[config.mk]
export PLATFORM = sky130hd
export DESIGN_NAME = mem_stage_dmem_flat
export DESIGN_NICKNAME = d
export VERILOG_FILES = /design/src/rtl/mem_stage_dmem_if.sv /design/src/rtl/mem_stage_dmem.sv /design/src/flat_wrapper.sv
export SDC_FILE = /design/constraint.sdc
export NUM_CORES = 2
export LEC_CHECK = 0
export CAP_MARGIN = 25
export CELL_PAD_IN_SITES_DETAIL_PLACEMENT = 1
export CELL_PAD_IN_SITES_GLOBAL_PLACEMENT = 1
export CORE_MARGIN = 4
export CORE_UTILIZATION = 49
export CTS_BUF_LIST = sky130_fd_sc_hd__clkbuf_16
export DETAILED_ROUTE_END_ITERATION = 10
export PLACE_DENSITY_LB_ADDON = 0.08
export SLEW_MARGIN = 15
export SYNTH_ARGS = -nofsm -noshare
export SYNTH_HDL_FRONTEND = slang
export SYNTH_SLANG_ARGS = --single-unit
export TNS_END_PERCENT = 20
[constraint.sdc]
create_clock -name clk -period 3.25 [get_ports clk]
set_input_delay 0.8125 -clock clk [delete_from_list [all_inputs] [get_ports clk]]
set_output_delay 0.8125 -clock clk [all_outputs]
set_load 0.05 [all_outputs]
[src/rtl/mem_stage_dmem_if.sv]
// Memory-stage request/response bundle between the EXE/MEM register
// and the data-memory responder.
interface mem_stage_dmem_if;
   logic [31:0] ALUResult_M;
   logic [31:0] WriteData_M;
   logic        MemWrite_M;
   logic        MemtoReg_M;
   logic [31:0] ReadData_M;
   logic        Stall_M;
   logic        Done_M;
   logic        AddrErr_M;

   modport master (
      output ALUResult_M,
      output WriteData_M,
      output MemWrite_M,
      output MemtoReg_M,
      input  ReadData_M,
      input  Stall_M,
      input  Done_M,
      input  AddrErr_M
   );

   modport slave (
      input  ALUResult_M,
      input  WriteData_M,
      input  MemWrite_M,
      input  MemtoReg_M,
      output ReadData_M,
      output Stall_M,
      output Done_M,
      output AddrErr_M
   );
endinterface

[src/rtl/mem_stage_dmem.sv]
// Multi-cycle word data memory for the MEM stage.
// Holds the pipeline via Stall_M until the access completes.
module mem_stage_dmem #(
   parameter int ADDR_W  = 6,
   parameter int LATENCY = 2
) (
   input  logic            clk,
   input  logic            rst,
   mem_stage_dmem_if.slave bus
);

   typedef enum logic [1:0] {
      IDLE,
      BUSY,
      DONE
   } state_t;

   localparam int CNT_W = (LATENCY > 1) ? $clog2(LATENCY) : 1;
   localparam logic [CNT_W-1:0] CNT_INIT = CNT_W'(LATENCY - 1);

   state_t            state;
   logic [CNT_W-1:0]  cnt;
   logic [ADDR_W-1:0] idx;
   logic [31:0]       data;
   logic              wr;
   logic              err;
   logic [31:0]       rdata;
   logic [31:0]       mem [2**ADDR_W];

   logic              req;
   logic              aligned;
   logic [ADDR_W-1:0] idx_in;
   logic              last;
   logic              mem_we;
   logic              unused_hi;

   assign req     = bus.MemWrite_M | bus.MemtoReg_M;
   assign aligned = (bus.ALUResult_M[1:0] == 2'b00);
   assign idx_in  = bus.ALUResult_M[ADDR_W+1:2];
   assign last    = (state == BUSY) && (cnt == '0);
   assign mem_we  = last && wr && !rst;

   // Upper address bits are dropped, so addresses wrap.
   assign unused_hi = ^bus.ALUResult_M[31:ADDR_W+2];

   always_ff @(posedge clk) begin
      if (rst) begin
         state <= IDLE;
         cnt   <= '0;
         idx   <= '0;
         data  <= '0;
         wr    <= 1'b0;
         err   <= 1'b0;
         rdata <= '0;
      end else begin
         unique case (state)
            IDLE: begin
               if (req && aligned) begin
                  idx   <= idx_in;
                  data  <= bus.WriteData_M;
                  wr    <= bus.MemWrite_M;
                  cnt   <= CNT_INIT;
                  state <= BUSY;
               end else if (req) begin
                  err   <= 1'b1;
                  state <= DONE;
               end
            end
            BUSY: begin
               if (cnt != '0) begin
                  cnt <= cnt - CNT_W'(1);
               end else begin
                  if (!wr) rdata <= mem[idx];
                  err   <= 1'b0;
                  state <= DONE;
               end
            end
            DONE: state <= IDLE;
            default: state <= IDLE;
         endcase
      end
   end

   always_ff @(posedge clk) begin
      if (mem_we) mem[idx] <= data;
   end

   assign bus.ReadData_M = rdata;
   assign bus.Stall_M    = ((state == IDLE) && req) || (state == BUSY);
   assign bus.Done_M     = (state == DONE);
   assign bus.AddrErr_M  = (state == DONE) && err;

endmodule

[src/flat_wrapper.sv]
// flat-port wrapper written by rule: the top's interface ports become plain ports
module mem_stage_dmem_flat 
#(
   parameter int ADDR_W  = 6,
   parameter int LATENCY = 2
)
  (clk, rst, bus_ALUResult_M, bus_WriteData_M, bus_MemWrite_M, bus_MemtoReg_M, bus_ReadData_M, bus_Stall_M, bus_Done_M, bus_AddrErr_M);
  mem_stage_dmem_if bus_i ();
  input  logic clk;
  input  logic rst;
  input wire logic [$bits(bus_i.ALUResult_M)-1:0] bus_ALUResult_M;
  input wire logic [$bits(bus_i.WriteData_M)-1:0] bus_WriteData_M;
  input wire logic [$bits(bus_i.MemWrite_M)-1:0] bus_MemWrite_M;
  input wire logic [$bits(bus_i.MemtoReg_M)-1:0] bus_MemtoReg_M;
  output wire logic [$bits(bus_i.ReadData_M)-1:0] bus_ReadData_M;
  output wire logic [$bits(bus_i.Stall_M)-1:0] bus_Stall_M;
  output wire logic [$bits(bus_i.Done_M)-1:0] bus_Done_M;
  output wire logic [$bits(bus_i.AddrErr_M)-1:0] bus_AddrErr_M;
  assign bus_i.ALUResult_M = bus_ALUResult_M;
  assign bus_i.WriteData_M = bus_WriteData_M;
  assign bus_i.MemWrite_M = bus_MemWrite_M;
  assign bus_i.MemtoReg_M = bus_MemtoReg_M;
  assign bus_ReadData_M = bus_i.ReadData_M;
  assign bus_Stall_M = bus_i.Stall_M;
  assign bus_Done_M = bus_i.Done_M;
  assign bus_AddrErr_M = bus_i.AddrErr_M;
  mem_stage_dmem #(.ADDR_W(ADDR_W), .LATENCY(LATENCY)) u_core (.clk(clk), .rst(rst), .bus(bus_i));
endmodule
# Word-level counts from Yosys, hierarchy flattened

Memories as Yosys holds them, arrays and structs flattened. A register that Yosys moved wholly into a read port is not among the register bits.
Index checks and enable logic that the tools add are counted.

Register bits: 43
Memory bits (writable): 2048
Bits of input ports: 68
Memories kept: 1

Memory list:

| name       | words | width | read ports | clocked after Yosys merged registers in | wr ports | line                 | RTL |
|---|---|---|---|---|---|---|---|
| u_core.mem | 64    | 32    | 1          | 1                                       | 1        | mem_stage_dmem.sv:28 | `logic [31:0] mem [2**ADDR_W];` |

Add/sub/neg operators: 1
Equality and inequality tests: 7
Muxes and demuxes: 13
Bitwise logic cells: 3
Reductions and logical operators: 16

Operator list:

| cell                  | count |
|---|---|
| $mux W1               | 7 |
| $logic_and A1 B1 Y1   | 6 |
| $mux W2               | 3 |
| $reduce_and A2 Y1     | 3 |
| $logic_not A2 Y1      | 2 |
| $ne A2 B1 Y1 const B  | 2 |
| $ne A2 B2 Y1 const B  | 2 |
| $pmux W1 S2           | 2 |
| $pmux W2 S2           | 1 |
| $reduce_and A4 Y1     | 1 |
| $ne A3 B1 Y1 const B  | 1 |
| $reduce_and A3 Y1     | 1 |
| $eq A2 B1 Y1 const B  | 1 |
| $eq A2 B2 Y1 const B  | 1 |
| $not A1 Y1            | 2 |
| $reduce_bool A2 Y1    | 1 |
| $logic_not A1 Y1      | 1 |
| $logic_or A1 B1 Y1    | 1 |
| $or A1 B1 Y1          | 1 |
| $sub A1 B1 Y1 const B | 1 |

# Logic depth before layout (Yosys ltp)

Depth after elaboration: 6
Gate-level depth with buffers: 11
Gate-level depth less buffers: 6

# Worst setup path after synthesis

OpenSTA, ideal clock, no wires.

Path kind: register to register
From: register u_core.idx[2]
To: memory u_core.mem[25][0] (enable)
Arrival: 2.961 ns
Data required time: 2.829 ns
Path slack: -0.132 ns
Cell stages (with the launch flop): 8
Buffers on the path: 4
Period minus slack after synthesis: 3.382 ns
Cells stage by stage: dfxtp_1 > buf_6 > buf_4 > buf_4 > buf_2 > nor4_2 > nand2_1 > nor2_1

RTL lines:

| item                   | line                 | RTL |
|---|---|---|
| from (decl)            | mem_stage_dmem.sv:23 | `logic [ADDR_W-1:0] idx;` |
| from (signal assigned) | mem_stage_dmem.sv:59 | `idx <= idx_in;` |
| to (decl)              | mem_stage_dmem.sv:28 |  |

Straight into the memory's write port.

# Final worst setup path

From: register u_core.rdata[9], in the netlist u_core.bus.ReadData_M[9] (read register of u_core.mem)
To: output bus_ReadData_M[9]

RTL lines:

| item        | line                 | RTL |
|---|---|---|
| from (decl) | mem_stage_dmem.sv:27 | `logic [31:0] rdata;` |
| to (decl)   | flat_wrapper.sv:15   | `output wire logic [$bits(bus_i.ReadData_M)-1:0] bus_ReadData_M;` |

No word-level cell between the ends.

==> results.toml <==
[cts]
clockBufferDepth = 3
cts_made_buffers = 211
root_buffer = "clkbuf_16"
clk_pin_slew_worst_paths_ns = 0.06
clk_latency_ns = 0.86
cts_tree = "yes"
cts_sinks = 2123
htree_num_levels = 4
postCtsSetupRepairBufs = 0
postCtsHoldBufs = 0

[synthesis]
ys_types = 69
synth.most_common_cell = "edfxtp_1"
avgSynthCellArea_um2 = 18.9
synth_area_leader_cell = "edfxtp_1"
synthArstFlopShare_pct = 0
synth_largest_type_area_fraction_pct = 76.0
ys_top_cells_by_count = "edfxtp_1 (2048), mux2i_1 (335), a221oi_1 (307)"
synth_edf_count = 2048
synth_cells = 4281
synth-seq-area-share_pct = 77.9
synth.net_count = 4349
yosys_warnings = 0
ys.flop_type = "edfxtp_1"
ys_ff_latch = 2123
syn-cell-area_um2 = 80900
synth.area.top_cells = "edfxtp_1 (76%), mux4_2 (5.4%), mux2i_1 (4.1%)"

[timing]
setup_viol = 0
fin_crit_sh_pct = 98.4
min_period_ns = 3.20
setup_ws_ns = 0.0505
rsz0062_at_grt = "false"
hold_viol = 0
tightestPinTransition_ns = 1.10
max-slew-margin-rel_pct = 27.0
fin_skew_ns = 0.0333
slew_viol_final = 0
timing.fmax_mhz = 313

[placement]
dp_hpwl_um = 159000
port_buffers = 78
place_inst = 6701
routabilityCongestion = 0.799
place_area_um2 = 88100
pre_cts_slack_ns = 0.226

[worst_setup_path]
path_max_fanout = 2
crit_buf_inv = 1
slowest_stage = "clkdlybuf4s50_1"
critPathTopFamily = "buffers and inverters"
critPathKind = "reg2out"
crit_chain = "clkdlybuf4s50_1"
rr_startpoint = "u_core.idx[2]$_SDFFE_PP0P_"
cp.arrival_ns = 2.39
r2r_cells = 9
reg2reg_slack_ns = 0.15
r2r_end = "u_core.bus.ReadData_M[27]$_SDFFE_PP0P_"
required_ns = 2.44
cpPeakStageDelay_ns = 0.91
start_kind = "flop"
cp-end-kind = "primary output"

[pwr]
vdd_ir_drop_max_mv = 0.576
power.leakage_nw = 32.7
power.density_nw_per_um2 = 588
finalPower_mw = 55.7

[detailed_routing]
first_pass_iters = 5
drc_errors = 0
drtIter0Drc = 5716
vias_per_cell = 6.47
vias = 45913
routedWlPerCell_um = 35.9
drtAntennaViolNets = 0
wirelength_um = 254000

[floorplan]
initial_core_util_pct = 49.5
dieWidth_um = 414
die_area_um2 = 172000
io-pin-count = 103
core_um2 = 163000
rows = 148
fp.dieH_um = 414

[hold_path]
hold_depth = 2
hold_start = "u_core.err$_SDFFE_PP0P_"
hold_class = "reg2reg"
holdPathEnd = "u_core.err$_SDFFE_PP0P_"

[global_route]
grt_pass1_vias = 46541
grtUsageTotal_pct = 29.3
overflow = 0
grt_max_degree = 74
grt_pass1_wl_um = 359000
antenna_found_initial = 15

[finish]
instances_no_fill = 7094
fin_area_um2 = 94800
drive_gt1_share_pct = 22.5
area_growth_pct = 17.2
multiInputGateArea_um2 = 16800
fillerInstances = 14172
regArea_um2 = 63100
utilization_pct = 58.0
final_nets = 4813

[status]
outcome = "complete, no violations"

[job]
drv_cap = 0
[layout by cell type, fill, tap and decap left out, types with 18 or more instances in the layout]
cell                n
nand3_1            30
nand2_1           124
clkbuf_16         216
dfxtp_1            40
dfxtp_2            30
mux2_2             30
nor2_4             67
o22ai_1            77
clkinv_1           51
a31oi_1            22
buf_4             354
nor2_1            190
mux4_2            195
a22o_1             18
clkdlybuf4s50_1    74
mux2i_1           335
edfxtp_1         2048
a221oi_1          307
clkinv_2           32
o21ai_0           104
a21oi_1            86
a22oi_1            96
inv_1              58
buf_12            112
nand4_1            18
[through the flow]
| step | hold WS, ns | TNS (ns) |
|---|---|---|
| 4_1_cts | 0.449 | 0 |
| 3_3_place_gp | 0.485 | 0 |
| 6_report | 0.505 | 0 |
| 3_5_place_dp | 0.492 | 0 |
| 5_1_grt | 0.487 | 0 |
| 2_1_floorplan | 0.459 | -177.28 |
[sequential cells by signal (all words and copies together) (netlist names)]
register / cells
u_core.mem: 2048
u_core.wr: 1
u_core.cnt: 1
u_core.idx: 6
u_core.err: 1
u_core.bus.ReadData_M: 32
u_core.data: 32
u_core.state: 2
[final cells by class]
cell class                      count  share of cell area [%]
Antenna cell                        2                 0.00528
Clock buffer                      216                    5.70
Clock inverter                    169                    1.19
Inverter                            4                  0.0264
Multi-Input combinational cell   1863                    17.7
Sequential cell                  2123                    66.5
Tap cell                         2175                    2.87
Timing Repair Buffer              542                    5.97
[layer usage]
metal / up-vias / global-route usage (%) / routed length (µm)
li1: 18684 / - / -
met1: 24668 / 42.7 / 106000
met2: 2216 / 46.7 / 121000
met3: 341 / 4.71 / 21600
met4: 4 / 7.67 / 6220
met5: - / 0 / 22
[how the worst max path moves through the flow]
stage | from | cells after the start | slack (ns) | to
2_1_floorplan | u_core.idx[2]$_SDFFE_PP0P_ | 7 | -0.13 | u_core.mem[25][0]$_DFFE_PP_
3_3_place_gp | u_core.idx[0]$_SDFFE_PP0P_ | 7 | 0.28 | u_core.bus.ReadData_M[31]$_SDFFE_PP0P_
3_5_place_dp | u_core.idx[0]$_SDFFE_PP0P_ | 7 | 0.23 | u_core.bus.ReadData_M[18]$_SDFFE_PP0P_
4_1_cts | u_core.bus.ReadData_M[9]$_SDFFE_PP0P_ | 1 | 0.02 | bus_ReadData_M[9]
5_1_grt | u_core.bus.ReadData_M[10]$_SDFFE_PP0P_ | 1 | 0.008 | bus_ReadData_M[10]
6_report | u_core.bus.ReadData_M[9]$_SDFFE_PP0P_ | 1 | 0.05 | bus_ReadData_M[9]
[power by group]
| group | total (mW) | internal, mW | leakage [nW] | switching (mW) |
|---|---|---|---|---|
| Clock | 23.2 | 13.0 | 3.43 | 10.2 |
| Sequential | 30.2 | 29.9 | 21.9 | 0.254 |
| Combinational | 2.34 | 0.840 | 7.46 | 1.50 |
| Total | 55.7 | 43.8 | 32.7 | 12.0 |
[repair_timing]
action | 4_1_cts | 5_1_grt
endpoints found under the hold margin | 0 | 0
endpoints found under the setup margin | 1 | 1
gates resized for setup | 1 | 1
pin swaps | 0 | 0
[cells by family (layout without fill, tap and decap cells)]
family | after synthesis | count (layout) | share of synthesized area, %
muxes | 561 | 561 | 10.0
buffers and inverters | 295 | 931 | 2.07
AOI/OAI and AO/OA | 813 | 813 | 7.43
and+or+nand+nor | 489 | 489 | 2.59
DFF | 2123 | 2123 | 77.9
other | 0 | 2 | 0
Note: power is estimated with default switching activity, not from simulation.
